**config.mk**
```make
export PLATFORM = sky130hd
export DESIGN_NAME = irisc_fetch_unit
export DESIGN_NICKNAME = d
export VERILOG_FILES = /design/src/rtl/irisc_pkg.sv /design/src/rtl/irisc_fetch_fifo.sv /design/src/rtl/irisc_fetch_unit.sv
export SDC_FILE = /design/constraint.sdc
export NUM_CORES = 1
export LEC_CHECK = 0
export BUFFER_PORTS_ARGS = -buffer_cell sky130_fd_sc_hd__buf_4
export CAP_MARGIN = 15
export CORE_AREA = 2 2 159 192
export DETAILED_ROUTE_END_ITERATION = 10
export DIE_AREA = 0 0 161 194
export GPL_ROUTABILITY_DRIVEN = 0
export GPL_TIMING_DRIVEN = 0
export MAX_ROUTING_LAYER = met4
export PLACE_DENSITY = 0.46
export SLEW_MARGIN = 25
export SYNTH_ARGS = -nofsm -noshare
export SYNTH_HDL_FRONTEND = slang
export SYNTH_SLANG_ARGS = --single-unit
export TNS_END_PERCENT = 1
```
**constraint.sdc**
```tcl
create_clock -name clk -period 2.55 [get_ports clk]
set_input_delay 0.255 -clock clk [delete_from_list [all_inputs] [get_ports clk]]
set_output_delay 0.255 -clock clk [all_outputs]
set_load 0.05 [all_outputs]
```
**src/rtl/irisc_pkg.sv**
```systemverilog
// Shared definitions for the IITB-RISC core: instruction opcodes, the
// default fetch PC increment and the encoding of the fetch-unit FSM.
package irisc_pkg;

    // Byte-addressed memory holding 16-bit instructions.
    localparam int PC_STEP_DEFAULT = 2;

    // Major opcode, instruction bits [15:12].
    typedef enum logic [3:0] {
        OP_ADI  = 4'b0000,
        OP_ADD  = 4'b0001,
        OP_NAND = 4'b0010,
        OP_LLI  = 4'b0011,
        OP_LW   = 4'b0100,
        OP_SW   = 4'b0101,
        OP_LM   = 4'b0110,
        OP_SM   = 4'b0111,
        OP_BEQ  = 4'b1000,
        OP_BLT  = 4'b1001,
        OP_JAL  = 4'b1100,
        OP_JLR  = 4'b1101,
        OP_JRI  = 4'b1111
    } opcode_e;

    // Fetch-unit FSM states.
    typedef enum logic [1:0] {
        FS_BOOT   = 2'd0,
        FS_RUN    = 2'd1,
        FS_HALTED = 2'd2
    } fetch_state_e;

endpackage : irisc_pkg

```
**src/rtl/irisc_fetch_fifo.sv**
```systemverilog
// Prefetch FIFO for the fetch unit: synchronous FIFO with synchronous flush
// and an occupancy count.
//
// Ports:
//   clk, rst_n  clock, asynchronous active-low reset
//   flush       empties the FIFO; overrides push and pop in the same cycle
//   push        write push_data at the tail
//   push_data   entry written on push
//   pop         drop the head entry (ignored while empty)
//   head_data   current head entry (undefined content while empty)
//   count       number of stored entries, 0..DEPTH
//   empty       count == 0
module irisc_fetch_fifo #(
    parameter int WIDTH = 32,
    parameter int DEPTH = 4
) (
    input  logic                   clk,
    input  logic                   rst_n,
    input  logic                   flush,
    input  logic                   push,
    input  logic [WIDTH-1:0]       push_data,
    input  logic                   pop,
    output logic [WIDTH-1:0]       head_data,
    output logic [$clog2(DEPTH):0] count,
    output logic                   empty
);

    localparam int PTR_W = $clog2(DEPTH);
    localparam int CNT_W = PTR_W + 1;

    logic [WIDTH-1:0] mem [DEPTH];
    logic [PTR_W-1:0] wr_ptr;
    logic [PTR_W-1:0] rd_ptr;
    logic             do_push;
    logic             do_pop;
    logic             full;

    assign empty   = (count == '0);
    assign full    = (count == CNT_W'(DEPTH));
    assign do_push = push & ~flush;
    assign do_pop  = pop & ~flush & ~empty;

    assign head_data = mem[rd_ptr];

    // NOTE: the storage array has no reset; only the pointers and count
    // define which entries are valid, and leaving it out of reset lets it map
    // onto plain registers or RAM.
    always_ff @(posedge clk) begin
        if (do_push) begin
            mem[wr_ptr] <= push_data;
        end
    end

    // NOTE: sequential state is updated with non-blocking assignments so every
    // register samples pre-edge values, independent of statement order.
    always_ff @(posedge clk or negedge rst_n) begin
        if (!rst_n) begin
            wr_ptr <= '0;
            rd_ptr <= '0;
            count  <= '0;
        end else if (flush) begin
            wr_ptr <= '0;
            rd_ptr <= '0;
            count  <= '0;
        end else begin
            if (do_push) begin
                wr_ptr <= wr_ptr + PTR_W'(1);
            end
            if (do_pop) begin
                rd_ptr <= rd_ptr + PTR_W'(1);
            end
            count <= count + CNT_W'(do_push) - CNT_W'(do_pop);
        end
    end

    // The issuer's credit scheme must never let a push land on a full FIFO
    // unless the head leaves in the same cycle.
    assert property (@(posedge clk) disable iff (!rst_n)
        !(do_push && full && !do_pop));

endmodule : irisc_fetch_fifo

```
**src/rtl/irisc_fetch_unit.sv**
```systemverilog
// Instruction-fetch front end for the IITB-RISC core. Issues pipelined,
// in-order requests to instruction memory, buffers responses in a prefetch
// FIFO and hands {pc, instr} to decode over valid/ready. A redirect flushes
// the FIFO and discards responses still in flight; halt stops new issue.
//
// Ports:
//   clk, rst_n                     clock, asynchronous active-low reset
//   imem_req/imem_addr/imem_ready  request channel to instruction memory
//   imem_rvalid/imem_rdata         in-order read responses
//   instr_valid/instr_ready        handshake to decode
//   instr_data/instr_pc            head instruction and its PC (0 when empty)
//   redirect_valid/redirect_pc     single-cycle taken branch/jump
//   halt                           level; stops issuing new requests
module irisc_fetch_unit
    import irisc_pkg::*;
#(
    parameter int              DATA_W     = 16,
    parameter int              ADDR_W     = 16,
    parameter int              FIFO_DEPTH = 4,
    parameter int              PC_STEP    = PC_STEP_DEFAULT,
    parameter logic [ADDR_W-1:0] RESET_PC = '0
) (
    input  logic              clk,
    input  logic              rst_n,
    output logic              imem_req,
    output logic [ADDR_W-1:0] imem_addr,
    input  logic              imem_ready,
    input  logic              imem_rvalid,
    input  logic [DATA_W-1:0] imem_rdata,
    output logic              instr_valid,
    input  logic              instr_ready,
    output logic [DATA_W-1:0] instr_data,
    output logic [ADDR_W-1:0] instr_pc,
    input  logic              redirect_valid,
    input  logic [ADDR_W-1:0] redirect_pc,
    input  logic              halt
);

    localparam int CNT_W   = $clog2(FIFO_DEPTH) + 1;
    localparam int ENTRY_W = ADDR_W + DATA_W;

    fetch_state_e      state_q;
    fetch_state_e      state_d;
    logic [CNT_W-1:0]  inflight_q;
    logic [CNT_W-1:0]  discard_q;
    logic [ADDR_W-1:0] resp_pc_q;
    logic [CNT_W-1:0]  fifo_count;
    logic              fifo_empty;
    logic [ENTRY_W-1:0] fifo_head;
    logic [CNT_W:0]    occupancy;
    logic              issue;
    logic              drop_resp;
    logic              push;

    // ---------------------------------------------------------------- FSM
    always_ff @(posedge clk or negedge rst_n) begin
        if (!rst_n) begin
            state_q <= FS_BOOT;
        end else begin
            state_q <= state_d;
        end
    end

    always_comb begin
        // NOTE: default first so every path assigns state_d and no latch is
        // inferred.
        state_d = state_q;
        case (state_q)
            FS_BOOT:   state_d = FS_RUN;
            FS_RUN:    if (halt)  state_d = FS_HALTED;
            FS_HALTED: if (!halt) state_d = FS_RUN;
            default:   state_d = FS_BOOT;
        endcase
    end

    // -------------------------------------------------------------- issue
    // Buffered plus outstanding entries may never exceed the FIFO depth, so
    // every response is guaranteed a slot.
    assign occupancy = {1'b0, fifo_count} + {1'b0, inflight_q};
    assign imem_req  = (state_q == FS_RUN) & ~halt & ~redirect_valid
                     & (occupancy < (CNT_W + 1)'(FIFO_DEPTH));
    assign issue     = imem_req & imem_ready;

    // ----------------------------------------------------------- response
    // Responses belonging to a squashed path are dropped: those counted in
    // discard, and any that arrive in the redirect cycle itself.
    assign drop_resp = imem_rvalid & (redirect_valid | (discard_q != '0));
    assign push      = imem_rvalid & ~drop_resp;

    always_ff @(posedge clk or negedge rst_n) begin
        if (!rst_n) begin
            imem_addr <= RESET_PC;
            resp_pc_q <= RESET_PC;
        end else if (redirect_valid) begin
            imem_addr <= redirect_pc;
            resp_pc_q <= redirect_pc;
        end else begin
            if (issue) begin
                imem_addr <= imem_addr + ADDR_W'(PC_STEP);
            end
            if (push) begin
                resp_pc_q <= resp_pc_q + ADDR_W'(PC_STEP);
            end
        end
    end

    always_ff @(posedge clk or negedge rst_n) begin
        if (!rst_n) begin
            inflight_q <= '0;
            discard_q  <= '0;
        end else begin
            inflight_q <= inflight_q + CNT_W'(issue) - CNT_W'(imem_rvalid);
            // No issue happens in a redirect cycle, so this equals the
            // post-redirect inflight count: everything still out is stale.
            if (redirect_valid) begin
                discard_q <= inflight_q - CNT_W'(imem_rvalid);
            end else if (imem_rvalid && discard_q != '0) begin
                discard_q <= discard_q - CNT_W'(1);
            end
        end
    end

    // ------------------------------------------------------ prefetch FIFO
    irisc_fetch_fifo #(
        .WIDTH (ENTRY_W),
        .DEPTH (FIFO_DEPTH)
    ) u_fifo (
        .clk       (clk),
        .rst_n     (rst_n),
        .flush     (redirect_valid),
        .push      (push),
        .push_data ({resp_pc_q, imem_rdata}),
        .pop       (instr_ready),
        .head_data (fifo_head),
        .count     (fifo_count),
        .empty     (fifo_empty)
    );

    // Head fields read as zero while empty so decode never sees stale data.
    assign instr_valid = ~fifo_empty;
    assign instr_pc    = instr_valid ? fifo_head[ENTRY_W-1:DATA_W] : '0;
    assign instr_data  = instr_valid ? fifo_head[DATA_W-1:0]       : '0;

endmodule : irisc_fetch_unit

```
**Word level (Yosys, flattened, before mapping)**

Memories as Yosys holds them, arrays and structs flattened.
Index checks and enable logic that the tools add are counted.

- Bits in writable memories: 128
- Input port bits: 39
- Register bits: 47
- Logic and storage cells: 67
- Memories: 1
- Output and inout port bits: 50

Memories:

| memory | words | width | rd ports | clocked after Yosys merged registers in | write ports | RTL line | RTL |
|---|---|---|---|---|---|---|---|
| u_fifo.mem | 4 | 32 | 1 | 0 | 1 | irisc_fetch_fifo.sv:31 | `logic [WIDTH-1:0] mem [DEPTH];` |

- $lt $le $gt $ge: 1
- Bitwise gates (word level): 14
- Muxes and demuxes: 18
- Equality and inequality tests: 4
- Add/sub/neg operators: 11
- Reduce and logical (&&, ||, !) cells: 10

Operators by type and width:

| operator | count |
|---|---|
| $mux 16 | 6 |
| $add 16x2->16 const B | 2 |
| $mux 2 | 6 |
| $reduce_bool 2->1 | 5 |
| $and 1x1->1 | 9 |
| $mux 3 | 3 |
| $sub 3x1->3 | 3 |
| $add 3x1->3 | 2 |
| $pmux 2 s3 | 1 |
| $add 2x1->2 const B | 2 |
| $add 3x3->4 | 1 |
| $lt 4x3->1 const B | 1 |
| $ne 2x2->1 const B | 2 |
| $not 1->1 | 4 |
| $logic_not 3->1 | 1 |
| $reduce_bool 3->1 | 1 |
| $sub 3x1->3 const B | 1 |
| $eq 2x1->1 const B | 1 |
| $eq 2x2->1 const B | 1 |
| $logic_not 2->1 | 1 |
| $mux 1 | 2 |
| $reduce_and 2->1 | 1 |
| $logic_and 1x1->1 | 1 |
| $or 1x1->1 | 1 |

**Logic depth before layout (Yosys ltp)**

Gate-level depths: netlist (run 1).

- Depth in word-level cells: 9
- Depth in mapped cells: 13
- Mapped depth without buffers: 11

**Hierarchy**

A second synthesis (run 1) with hierarchy kept.

- Cells, all modules: 491
- Area, all modules: 7631.1 um^2

By module, submodules not included:

| module | cells each | area each (um^2) | times used | seq. area each (um^2) |
|---|---|---|---|---|
| irisc_fetch_fifo | 211 | 5119.9 | 1 | 4018.9 |
| irisc_fetch_unit | 280 | 2511.2 | 1 | 1001.0 |

**Worst setup path after synthesis (run 1)**

Ideal clock, no wire load.

- Path kind: reg2reg
- From: register inflight_q[2]
- To: register inflight_q[2]
- Path slack: -0.179 ns
- Data required time: 2.470 ns
- Library setup time: 0.080 ns
- Period minus slack after synthesis: 2.729 ns
- Arrival time: 2.649 ns
- Cell stages (with the launch flop): 14
- Path buffers: 2
- Cells stage by stage: dfrtp_1 -> ha_1 -> nor4_2 -> and4_1 -> inv_2 -> buf_6 -> clkbuf_1 -> ha_1 -> inv_1 -> ha_1 -> inv_1 -> fa_1 -> xnor2_1 -> xnor2_1

- Word-level cells in the longest chain between the ends: 6

RTL lines:

| item | RTL line | RTL |
|---|---|---|
| from (decl) | irisc_fetch_unit.sv:44 | `logic [CNT_W-1:0] inflight_q;` |
| from (signal assigned) | irisc_fetch_unit.sv:112 | `inflight_q <= inflight_q + CNT_W'(issue) - CNT_W'(imem_rvalid);` |
| $add 3x3->4 | irisc_fetch_unit.sv:79 | `assign occupancy = {1'b0, fifo_count} + {1'b0, inflight_q};` |
| $lt 4x3->1 | irisc_fetch_unit.sv:81 | `& (occupancy < (CNT_W + 1)'(FIFO_DEPTH));` |
| $and 1x1->1 | irisc_fetch_unit.sv:81 |  |
| $and 1x1->1 | irisc_fetch_unit.sv:82 | `assign issue = imem_req & imem_ready;` |
| $add 3x1->3 (*) | irisc_fetch_unit.sv:112 |  |
| $sub 3x1->3 (*) | irisc_fetch_unit.sv:112 |  |

Every way passes the cells marked *; elsewhere a longest branch is shown, timed or not.
A chain may end at the register's enable or synchronous reset.

**Worst setup path after layout (run 1)**

- From: register u_fifo.count[2]
- To: register inflight_q[2]

- Word-level cells in the longest chain between the ends: 6

RTL lines:

| item | RTL line | RTL |
|---|---|---|
| from (decl) | irisc_fetch_fifo.sv:24 | `output logic [$clog2(DEPTH):0] count,` |
| from (signal assigned) | irisc_fetch_fifo.sv:72 | `count <= count + CNT_W'(do_push) - CNT_W'(do_pop);` |
| $add 3x3->4 | irisc_fetch_unit.sv:79 |  |
| $lt 4x3->1 | irisc_fetch_unit.sv:81 |  |
| $and 1x1->1 | irisc_fetch_unit.sv:81 |  |
| $and 1x1->1 | irisc_fetch_unit.sv:82 |  |
| $add 3x1->3 | irisc_fetch_unit.sv:112 |  |
| $sub 3x1->3 | irisc_fetch_unit.sv:112 |  |

No other way between the ends.

==> results of run 1 <==
-- repair_timing --
action | in CTS | in global routing
hold endpoints to repair | 47 | 0
hold buffers | 1 | 0
pin swaps | 4 | 6
endpoints found under the setup margin | 111 | 109
gates resized for setup | 18 | 13
setup buffers | 4 | 4
cloned | 0 | 1
-- how the worst max path moves through the flow --
stage | startpoint | cells after the start | end
after floorplan | inflight_q[2] | 13 | inflight_q[2]
after global placement | discard_q[0] | 6 | u_fifo.mem[0][3]
after detailed placement | inflight_q[2] | 13 | inflight_q[2]
after CTS | discard_q[0] | 7 | u_fifo.mem[0][21]
after global routing | u_fifo.count[2] | 11 | inflight_q[2]
final | u_fifo.count[2] | 11 | inflight_q[2]
-- sequential cells by signal, summed over array words and instances (netlist names) --
| name | count |
|---|---|
| u_fifo.rd_ptr | 2 |
| inflight_q | 3 |
| u_fifo.count | 3 |
| imem_addr | 16 |
| resp_pc_q | 16 |
| discard_q | 3 |
| state_q | 2 |
| u_fifo.wr_ptr | 2 |
| u_fifo.mem | 128 |
-- layout make-up --
class                   instances  area, µm²  area share
inverters                      19       83.8     0.00876
well taps                     390        488      0.0510
flip-flops and latches        175       5020       0.525
multi-input cells             276       2440       0.255
clock buffers                  19        433      0.0453
clock inverters                13        175      0.0183
repair inverters                1       8.76    0.000916
repair buffers                101        811      0.0848
plain buffers                  22        100      0.0105
-- routing by layer --
layer,global-route usage,vias up
li1,-,2128
met1,0.149,2288
met2,0.194,97
met3,0.0265,15
met4,0.0341,0
met5,-,-
-- logic make-up after synthesis --
family | after synthesis | share of synthesized area
AO/OA/AOI/OAI | 50 | 0.0436
XOR/XNOR | 20 | 0.0232
adder cells (fa/ha/maj) | 18 | 0.0318
buffers and inverters | 45 | 0.0240
flip-flops | 175 | 0.665
multiplexers | 37 | 0.102
AND/OR/NAND/NOR | 151 | 0.110
-- worst register-to-register path, cell delays in order, from the launching register on --
cell and delay [ps]:
dfrtp_1 430, ha_4 270, nor4_4 280, and4_4 330, clkinv_8 70, ha_4 210
inv_2 60, ha_4 110, inv_2 30, fa_2 360, xnor2_2 150, xnor2_1 120
-- through the flow --
step                      total power, mW  area (µm²)  setup slack (ps)   util  setup TNS (ps)
final                                9.64        9570              12.7  0.326               0
after floorplan                      5.90        7590             -70.4      -           -70.4
after CTS                            9.76        9510             -69.4  0.324           -3940
after detailed placement             6.96        8830              -478  0.301           -3950
after global placement               6.89        8740              -883  0.298         -112600
after global routing                 10.1        9570              -148  0.326            -271
-- power by group through the flow --
stage	Sequential, mW	Clock, mW	Combinational [mW]
after floorplan	3.59	0	2.31
after global placement	3.54	0	3.35
after detailed placement	3.56	0	3.40
after CTS	3.51	2.77	3.49
after global routing	3.55	2.87	3.71
final	3.52	2.69	3.44
-- cells in the final DEF, fill, tap and decap left out, types with 8 or more instances in the layout --
cell,count
nor2_1,23
nand2_1,25
ha_1,12
clkbuf_16,17
and2_1,33
edfxtp_1,128
xor2_1,9
clkbuf_1,14
dfrtp_1,44
buf_4,99
mux4_2,32
nor3_1,9
a31oi_1,10
nand3_1,14
a21oi_1,10
xnor2_1,10
nand4_1,8
inv_1,14
o21ai_0,10
==> reports/summary.txt, run 1 <==
register share of total power -> 0.365
Final setup viols -> 0
fin crit share -> 0.995
vias post-DR -> 4528
Detailed Place HPWL -> 12.0 mm
drt total wl -> 17.7 mm
Total GRT Usage -> 0.119
Layout fillers -> 2933
startpoint types -> flip-flop
Mapped Area -> 7550 µm²
FF-to-FF setup slack -> 10 ps
largest net degree at the start of global routing -> 48
number of remaining DRC errors -> 0
CTS Buf Count -> 17
CTS tree -> done
cell count after synthesis -> 496
ant diodes -> 0
vias in the first global route -> 4794
Slew headroom -> 0.553
Worst IR Drop VDD -> 0.463 mV
TritonRoute pass-1 iters -> 4
antenna viol nets, final -> 0
combinational fraction of design power -> 0.357
Worst path most repeated cell -> ha_4
Synth Flop Type -> edfxtp_1
initial antenna violation count -> 0
fin crit period -> 2540 ps
number of synthesized flops with an enable pin -> 128
max-slew violation count -> 0
max cap viols -> 0
kind of critical path -> flip-flop to flip-flop
die area -> 31200 µm²
top cell type's share of synthesized area -> 0.509
GRT Residual Overflow -> 0
ys async rst share -> 0.269
nets -> 670
chip width -> 161 µm
Pleak -> 3.41 nW
Cell variety after synth -> 47
placed cells -> 978
proportion of power drawn by the clock network -> 0.279
largest area contributor in the netlist -> edfxtp_1
ranking of synthesized cells by area -> edfxtp_1 51%, dfrtp_1 16%, mux4_2 9.5%
Yosys reg bits -> 175
hold path cells -> 1
first-pass GRT wire length -> 27.4 mm
met2 wire length -> 8.95 mm
Layout area overhead -> 26.7%
CP arrival -> 2840 ps
Hold Crit Class -> input port to flip-flop
Hold Vio Cnt, Final -> 0
Hold EP -> u_fifo.mem[1][13]
fmax -> 394 MHz
layout cells sized above 1 -> 0.308
Net Switching -> 3.49 mW
syn nets -> 553
M1 WL -> 7.91 mm
slew of the pin with the lowest slew margin -> 671 ps
Root Buffer -> clkbuf_16
Worst-Skew Late Latency -> 420 ps
io pins -> 89
met3 wire length -> 659 µm
FF-to-FF Start -> u_fifo.count[2]
Die Height -> 194 µm
Synth top cells by count -> 128 x edfxtp_1, 47 x dfrtp_1, 33 x and2_1
Initial Util -> 0.257
endpoint type of the worst setup path -> flip-flop
status -> completed
hold_sp -> imem_rdata[13]
port bufs -> 88
WP data required -> 2850 ps
vias per inst -> 4.46
most common cell in the netlist -> edfxtp_1
Int Pwr -> 6.15 mW
total clock sinks -> 175
top routing layer used -> met4
crit-path cells -> ha_4, nor4_4, and4_4, clkinv_8, ha_4, inv_2, ha_4, inv_2, fa_2, xnor2_2, xnor2_1
DR iter-0 viols -> 248
slowest stage cell, crit path -> dfrtp_1
FF-to-FF End -> inflight_q[2]
row cnt -> 69
buffer and inverter count on the worst path -> 3
Worst Clk Skew -> 14.5 ps
Routed wire per std cell -> 17.4 µm
net switching fraction of the power -> 0.362
CORE AREA -> 29400 µm²
synthesized area per cell -> 15.2 µm²
WHS -> 36.4 ps
R2R depth -> 11
Synth warnings -> 0
CP delay by family, top -> adder cells
Max FO, Critical Path -> 3
max incr delay on CP -> 430 ps
register area share after synthesis -> 0.665
CTS H-Tree Depth -> 4
Post-Layout Cell Count -> 1016
PwrDens -> 1010 nW/µm²
clk buf depth -> 2
RSZ-0062 raised after global routing -> yes
clock-pin slew on the worst setup and hold paths -> 60 ps
(Power assumes the default switching activity.)
==> inputs of run 2 (changes only) <==
--- a/config.mk
+++ b/config.mk
@@ -13,5 +13,4 @@
 export GPL_ROUTABILITY_DRIVEN = 0
 export GPL_TIMING_DRIVEN = 0
-export MAX_ROUTING_LAYER = met4
 export PLACE_DENSITY = 0.46
 export SLEW_MARGIN = 25
==> constraint.sdc (replaced) <==
create_clock -name clk -period 2.55 [get_ports clk]
set_input_delay 0.255 -clock clk [delete_from_list [all_inputs] [get_ports clk]]
set_output_delay 0.255 -clock clk [all_outputs]
set_load 0.1 [all_outputs]
==> reports/summary.txt, run 2 (synthesized netlist as in run 1, its figures left out) <==
endpoint type of the worst setup path -> flip-flop (unchanged)
Pleak -> 3.42 nW (was 3.41 nW)
number of remaining DRC errors -> 0 (unchanged)
Worst IR Drop VDD -> 0.872 mV (was 0.463 mV)
antenna viol nets, final -> 0 (unchanged)
row cnt -> 69 (unchanged)
fin crit share -> 0.998 (was 0.995)
max incr delay on CP -> 430 ps (about the same)
Hold Vio Cnt, Final -> 0 (unchanged)
PwrDens -> 1120 nW/µm² (was 1010 nW/µm²)
drt total wl -> 17.2 mm (was 17.7 mm)
chip width -> 161 µm (unchanged)
layout cells sized above 1 -> 0.318 (was 0.308)
startpoint types -> flip-flop (unchanged)
Layout area overhead -> 26.5% (was 26.7%)
ant diodes -> 0 (unchanged)
DR iter-0 viols -> 204 (was 248)
Die Height -> 194 µm (unchanged)
WP data required -> 2860 ps (was 2850 ps)
FF-to-FF Start -> u_fifo.count[2] (unchanged)
Most flops, register -> u_fifo.mem (unchanged)
CTS Buf Count -> 17 (unchanged)
number of flip-flops in the largest register -> 128 (unchanged)
status -> completed (unchanged)
first-pass GRT wire length -> 26.9 mm (was 27.4 mm)
Routed wire per std cell -> 16.9 µm (was 17.4 µm)
WHS -> 29.0 ps (was 36.4 ps)
nets -> 672 (was 670)
CP Depth -> 11 (unchanged)
Post-Layout Cell Count -> 1018 (was 1016)
Worst path most repeated cell -> ha_4 (unchanged)
CP arrival -> 2860 ps (was 2840 ps)
max cap viols -> 0 (unchanged)
crit path from -> u_fifo.count[2] (unchanged)
Tot Pwr -> 10.7 mW (was 9.64 mW)
Layout fillers -> 2919 (was 2933)
Final setup viols -> 0 (unchanged)
Worst-Skew Late Latency -> 420 ps (about the same)
commonest non-fill, non-tap cell in the layout -> edfxtp_1 (unchanged)
Worst Clk Skew -> 6.68 ps (was 14.5 ps)
clk buf depth -> 2 (unchanged)
biggest regs -> u_fifo.mem x128, imem_addr x16, resp_pc_q x16 (unchanged)
fmax -> 393 MHz (was 394 MHz)
Total GRT Usage -> 0.113 (was 0.119)
CTS tree -> done (unchanged)
port bufs -> 88 (unchanged)
FF-to-FF End -> inflight_q[2] (unchanged)
FF-to-FF setup slack -> 6 ps (was 10 ps)
R2R depth -> 11 (unchanged)
leading cell types in the layout, fill and taps excluded -> 128 x edfxtp_1, 101 x buf_4, 44 x dfrtp_1 (was 128 x edfxtp_1, 99 x buf_4, 44 x dfrtp_1)
buffer and inverter count on the worst path -> 3 (unchanged)
die area -> 31200 µm² (unchanged)
vias in the first global route -> 4737 (was 4794)
CORE AREA -> 29400 µm² (unchanged)
vias per inst -> 4.48 (was 4.46)
Initial Util -> 0.257 (unchanged)
initial antenna violation count -> 0 (unchanged)
RSZ-0062 raised after global routing -> yes (unchanged)
Detailed Place HPWL -> 11.8 mm (was 12.0 mm)
Hold Crit Class -> input port to flip-flop (unchanged)
crit-path cells -> ha_4, nor4_4, and4_4, clkinv_8, ha_4, inv_4, ha_4, inv_2, fa_2, xnor2_2, xnor2_1 (was ha_4, nor4_4, and4_4, clkinv_8, ha_4, inv_2, ha_4, inv_2, fa_2, xnor2_2, xnor2_1)
kind of critical path -> flip-flop to flip-flop (unchanged)
max-slew violation count -> 0 (unchanged)
placed cells -> 978 (unchanged)
TritonRoute pass-1 iters -> 6 (was 4)
Setup crit end -> inflight_q[2] (unchanged)
io pins -> 89 (unchanged)
Max FO, Critical Path -> 3 (unchanged)
clock-pin slew on the worst setup and hold paths -> 70 ps (was 60 ps)
CTS H-Tree Depth -> 4 (unchanged)
Slew headroom -> 0.569 (was 0.553)
GRT Residual Overflow -> 0 (unchanged)
slew of the pin with the lowest slew margin -> 646 ps (was 671 ps)
vias post-DR -> 4558 (was 4528)
slowest stage cell, crit path -> dfrtp_1 (unchanged)
CP delay by family, top -> adder cells (unchanged)
largest net degree at the start of global routing -> 48 (unchanged)
fin crit period -> 2540 ps (about the same)
Root Buffer -> clkbuf_16 (unchanged)
total clock sinks -> 175 (unchanged)
run 2: worst min-delay path by stage:
stage / startpoint / cells past startpoint / to
floorplan: rst_n / 0 / discard_q[0]
global placement: rst_n / 1 / imem_addr[11]
detailed placement: rst_n / 1 / imem_addr[13]
CTS: imem_rdata[14] / 1 / u_fifo.mem[2][14]
global route: imem_rdata[13] / 1 / u_fifo.mem[0][13]
finish: imem_rdata[13] / 1 / u_fifo.mem[0][13]
run 2: final cells by class:
class | instances | area (µm²) | share of cell area
Buffer | 22 | 104 | 0.0109
Clock buffer | 17 | 425 | 0.0446
Clock inverter | 15 | 144 | 0.0151
Inverter | 19 | 86.3 | 0.00904
Multi-Input combinational cell | 276 | 2440 | 0.256
Sequential cell | 175 | 5020 | 0.526
Tap cell | 390 | 488 | 0.0511
Timing Repair Buffer | 103 | 826 | 0.0865
Timing Repair inverter | 1 | 8.76 | 0.000917
run 2: per-layer routing:
| layer | wire, µm | vias to the layer above | track usage |
|---|---|---|---|
| met5 | 0 | - | 0 |
| met4 | 208 | 0 | 0.0337 |
| met3 | 608 | 14 | 0.0231 |
| met2 | 8450 | 95 | 0.186 |
| met1 | 7930 | 2315 | 0.150 |
| li1 | - | 2134 | - |
run 2: timing repair:
action / 4_1_cts / 5_1_grt
hold buffers: 1 / 0
setup endpoints to repair: 113 / 128
hold endpoints to repair: 47 / 0
gates resized for setup: 13 / 25
cloned: 0 / 1
pin swaps: 3 / 8
setup buffers: 4 / 6
run 2: through the flow:
stage	util	area [µm²]	setup WS [ps]	setup TNS, ps
floorplan	-	7550	-179	-215
global placement	0.296	8700	-897	-113490
detailed placement	0.299	8780	-563	-2340
CTS	0.320	9390	-56.8	-3220
global route	0.325	9550	-97.8	-1530
finish	0.325	9550	6.35	0
run 2: where the power goes:
part / internal, mW / total [mW] / switching (mW)
sequential: 3.29 / 3.51 / 0.222
clock: 1.30 / 2.49 / 1.19
combinational: 1.33 / 4.69 / 3.36
total: 5.92 / 10.7 / 4.77
run 2: worst register-to-register path, cell delays in order, from the launching register on:
cell	delay, ps
dfrtp_1	430
ha_4	260
nor4_4	280
and4_4	330
clkinv_8	60
ha_4	210
inv_4	50
ha_4	110
inv_2	30
fa_2	390
xnor2_2	150
xnor2_1	120
==> inputs of run 3 (changes only) <==
Settings changed: SETUP_SLACK_MARGIN set to 0.02.
==> reports/summary.txt, run 3 (synthesized netlist as in run 1, its figures left out) <==
status -> completed (unchanged)
Hold Crit Class -> input port to flip-flop (unchanged)
ant diodes -> 0 (unchanged)
slew of the pin with the lowest slew margin -> 645 ps (was 646 ps)
FF-to-FF setup slack -> 6 ps (about the same)
CTS H-Tree Depth -> 4 (unchanged)
Max FO, Critical Path -> 3 (unchanged)
CTS Buf Count -> 17 (unchanged)
hold_sp -> imem_rdata[10] (was imem_rdata[13])
layout cells sized above 1 -> 0.318 (unchanged)
vias post-DR -> 4537 (was 4558)
initial antenna violation count -> 0 (unchanged)
proportion of power drawn by the clock network -> 0.233 (about the same)
register share of total power -> 0.328 (about the same)
commonest non-fill, non-tap cell in the layout -> edfxtp_1 (unchanged)
fin crit share -> 0.998 (about the same)
Worst Clk Skew -> 6.29 ps (was 6.68 ps)
Int Pwr -> 5.92 mW (about the same)
Total GRT Usage -> 0.113 (unchanged)
Worst IR Drop VDD -> 0.872 mV (about the same)
fin crit period -> 2540 ps (about the same)
TritonRoute pass-1 iters -> 4 (was 6)
net switching fraction of the power -> 0.446 (about the same)
CORE AREA -> 29400 µm² (unchanged)
crit path from -> u_fifo.count[2] (unchanged)
CTS tree -> done (unchanged)
clock-pin slew on the worst setup and hold paths -> 70 ps (about the same)
leading cell types in the layout, fill and taps excluded -> 128 x edfxtp_1, 101 x buf_4, 44 x dfrtp_1 (unchanged)
fmax -> 393 MHz (unchanged)
vias in the first global route -> 4737 (unchanged)
Pleak -> 3.42 nW (about the same)
nets -> 672 (unchanged)
Worst-Skew Late Latency -> 430 ps (was 420 ps)
Hold Vio Cnt, Final -> 0 (unchanged)
Placed Area -> 8780 µm² (unchanged)
number of flip-flops in the largest register -> 128 (unchanged)
antenna viol nets, final -> 0 (unchanged)
max cap viols -> 0 (unchanged)
total clock sinks -> 175 (unchanged)
WP data required -> 2860 ps (about the same)
R2R depth -> 11 (unchanged)
Slew headroom -> 0.570 (was 0.569)
CP arrival -> 2860 ps (about the same)
clk buf depth -> 2 (unchanged)
Routed wire per std cell -> 16.9 µm (about the same)
vias per inst -> 4.46 (was 4.48)
Most flops, register -> u_fifo.mem (unchanged)
Layout area overhead -> 26.5% (unchanged)
RSZ-0062 raised after global routing -> yes (unchanged)
first-pass GRT wire length -> 26.9 mm (unchanged)
hold path cells -> 1 (unchanged)
port bufs -> 88 (unchanged)
Tot Pwr -> 10.7 mW (about the same)
Detailed Place HPWL -> 11.8 mm (unchanged)
Hold EP -> u_fifo.mem[0][10] (was u_fifo.mem[0][13])
number of remaining DRC errors -> 0 (unchanged)
Final setup viols -> 0 (unchanged)
die area -> 31200 µm² (unchanged)
max-slew violation count -> 0 (unchanged)
FF-to-FF End -> inflight_q[2] (unchanged)
kind of critical path -> flip-flop to flip-flop (unchanged)
Net Switching -> 4.77 mW (about the same)
largest net degree at the start of global routing -> 48 (unchanged)
Initial Util -> 0.257 (unchanged)
Die Height -> 194 µm (unchanged)
startpoint types -> flip-flop (unchanged)
drt total wl -> 17.2 mm (about the same)
DR iter-0 viols -> 202 (was 204)
GRT Residual Overflow -> 0 (unchanged)
chip width -> 161 µm (unchanged)
row cnt -> 69 (unchanged)
io pins -> 89 (unchanged)
biggest regs -> u_fifo.mem x128, imem_addr x16, resp_pc_q x16 (unchanged)
combinational fraction of design power -> 0.439 (about the same)
fin area -> 9550 µm² (unchanged)
Root Buffer -> clkbuf_16 (unchanged)
PwrDens -> 1120 nW/µm² (about the same)
endpoint type of the worst setup path -> flip-flop (unchanged)
FF-to-FF Start -> u_fifo.count[2] (unchanged)
## run 3: cell types whose count changed in the layout (fill, tap and decap cells not counted)
| cell | change |
|---|---|
| clkbuf_2 | -1 |
| buf_2 | +1 |
## run 3: worst max path at each step
stage | end | slack, ps
2_1_floorplan | inflight_q[2] | -180
3_3_place_gp | u_fifo.mem[0][4] | -900
3_5_place_dp | inflight_q[2] | -560
4_1_cts | u_fifo.mem[0][27] | -60
5_1_grt | inflight_q[2] | -100
6_report | inflight_q[2] | 6
## run 3: metrics by stage
| step | std cells | hold slack [ps] | worst slack (ps) | util | TNS, ps |
|---|---|---|---|---|---|
| CTS | 1011 | 10.9 | -56.8 | 0.320 | -3220 |
| global route | 1018 | 11.1 | -97.8 | 0.325 | -1520 |
| finish | 1018 | 28.3 | 6.35 | 0.325 | 0 |
| global placement | 974 | 324 | -897 | 0.296 | -113490 |
| floorplan | 496 | -40.6 | -179 | - | -215 |
| detailed placement | 978 | 334 | -563 | 0.299 | -2340 |
## run 3: layout make-up
class,count,area (µm²)
plain buffers,22,104
inverters,19,86.3
repair buffers,103,826
flip-flops and latches,175,5020
repair inverters,1,8.76
multi-input cells,276,2440
clock inverters,15,144
well taps,390,488
fillers,2919,19800
clock buffers,17,425
## run 3: timing repair
action	CTS	global route
gates cloned	0	1
setup endpoints to repair	113	160
pin swaps	3	8
hold buffers	1	0
endpoints found under the hold margin	47	0
gates resized for setup	13	26
setup buffers	4	6
## run 3: per-layer routing
metal  vias to the layer above  global-route usage  share of wire
met5                         -                   0              0
met4                         0              0.0337          0.012
met3                        14              0.0231          0.035
met2                        93               0.186           0.49
met1                      2296               0.150           0.46
li1                       2134                   -              -
## run 3: power by group through the flow
| stage | registers [mW] | clock network [mW] | logic [mW] |
|---|---|---|---|
| after floorplan | 3.68 | 0 | 3.37 |
| after global placement | 3.53 | 0 | 4.51 |
| after detailed placement | 3.55 | 0 | 4.56 |
| after CTS | 3.50 | 2.56 | 4.60 |
| after global routing | 3.55 | 2.67 | 4.96 |
| final | 3.51 | 2.49 | 4.69 |
## run 3: worst max-delay path: stages (launching register included)
cell and delay [ps]:
dfrtp_1 430, ha_4 260, nor4_4 280, and4_4 330, clkinv_8 60, ha_4 210
inv_4 50, ha_4 110, inv_2 30, fa_2 390, xnor2_2 150, xnor2_1 120
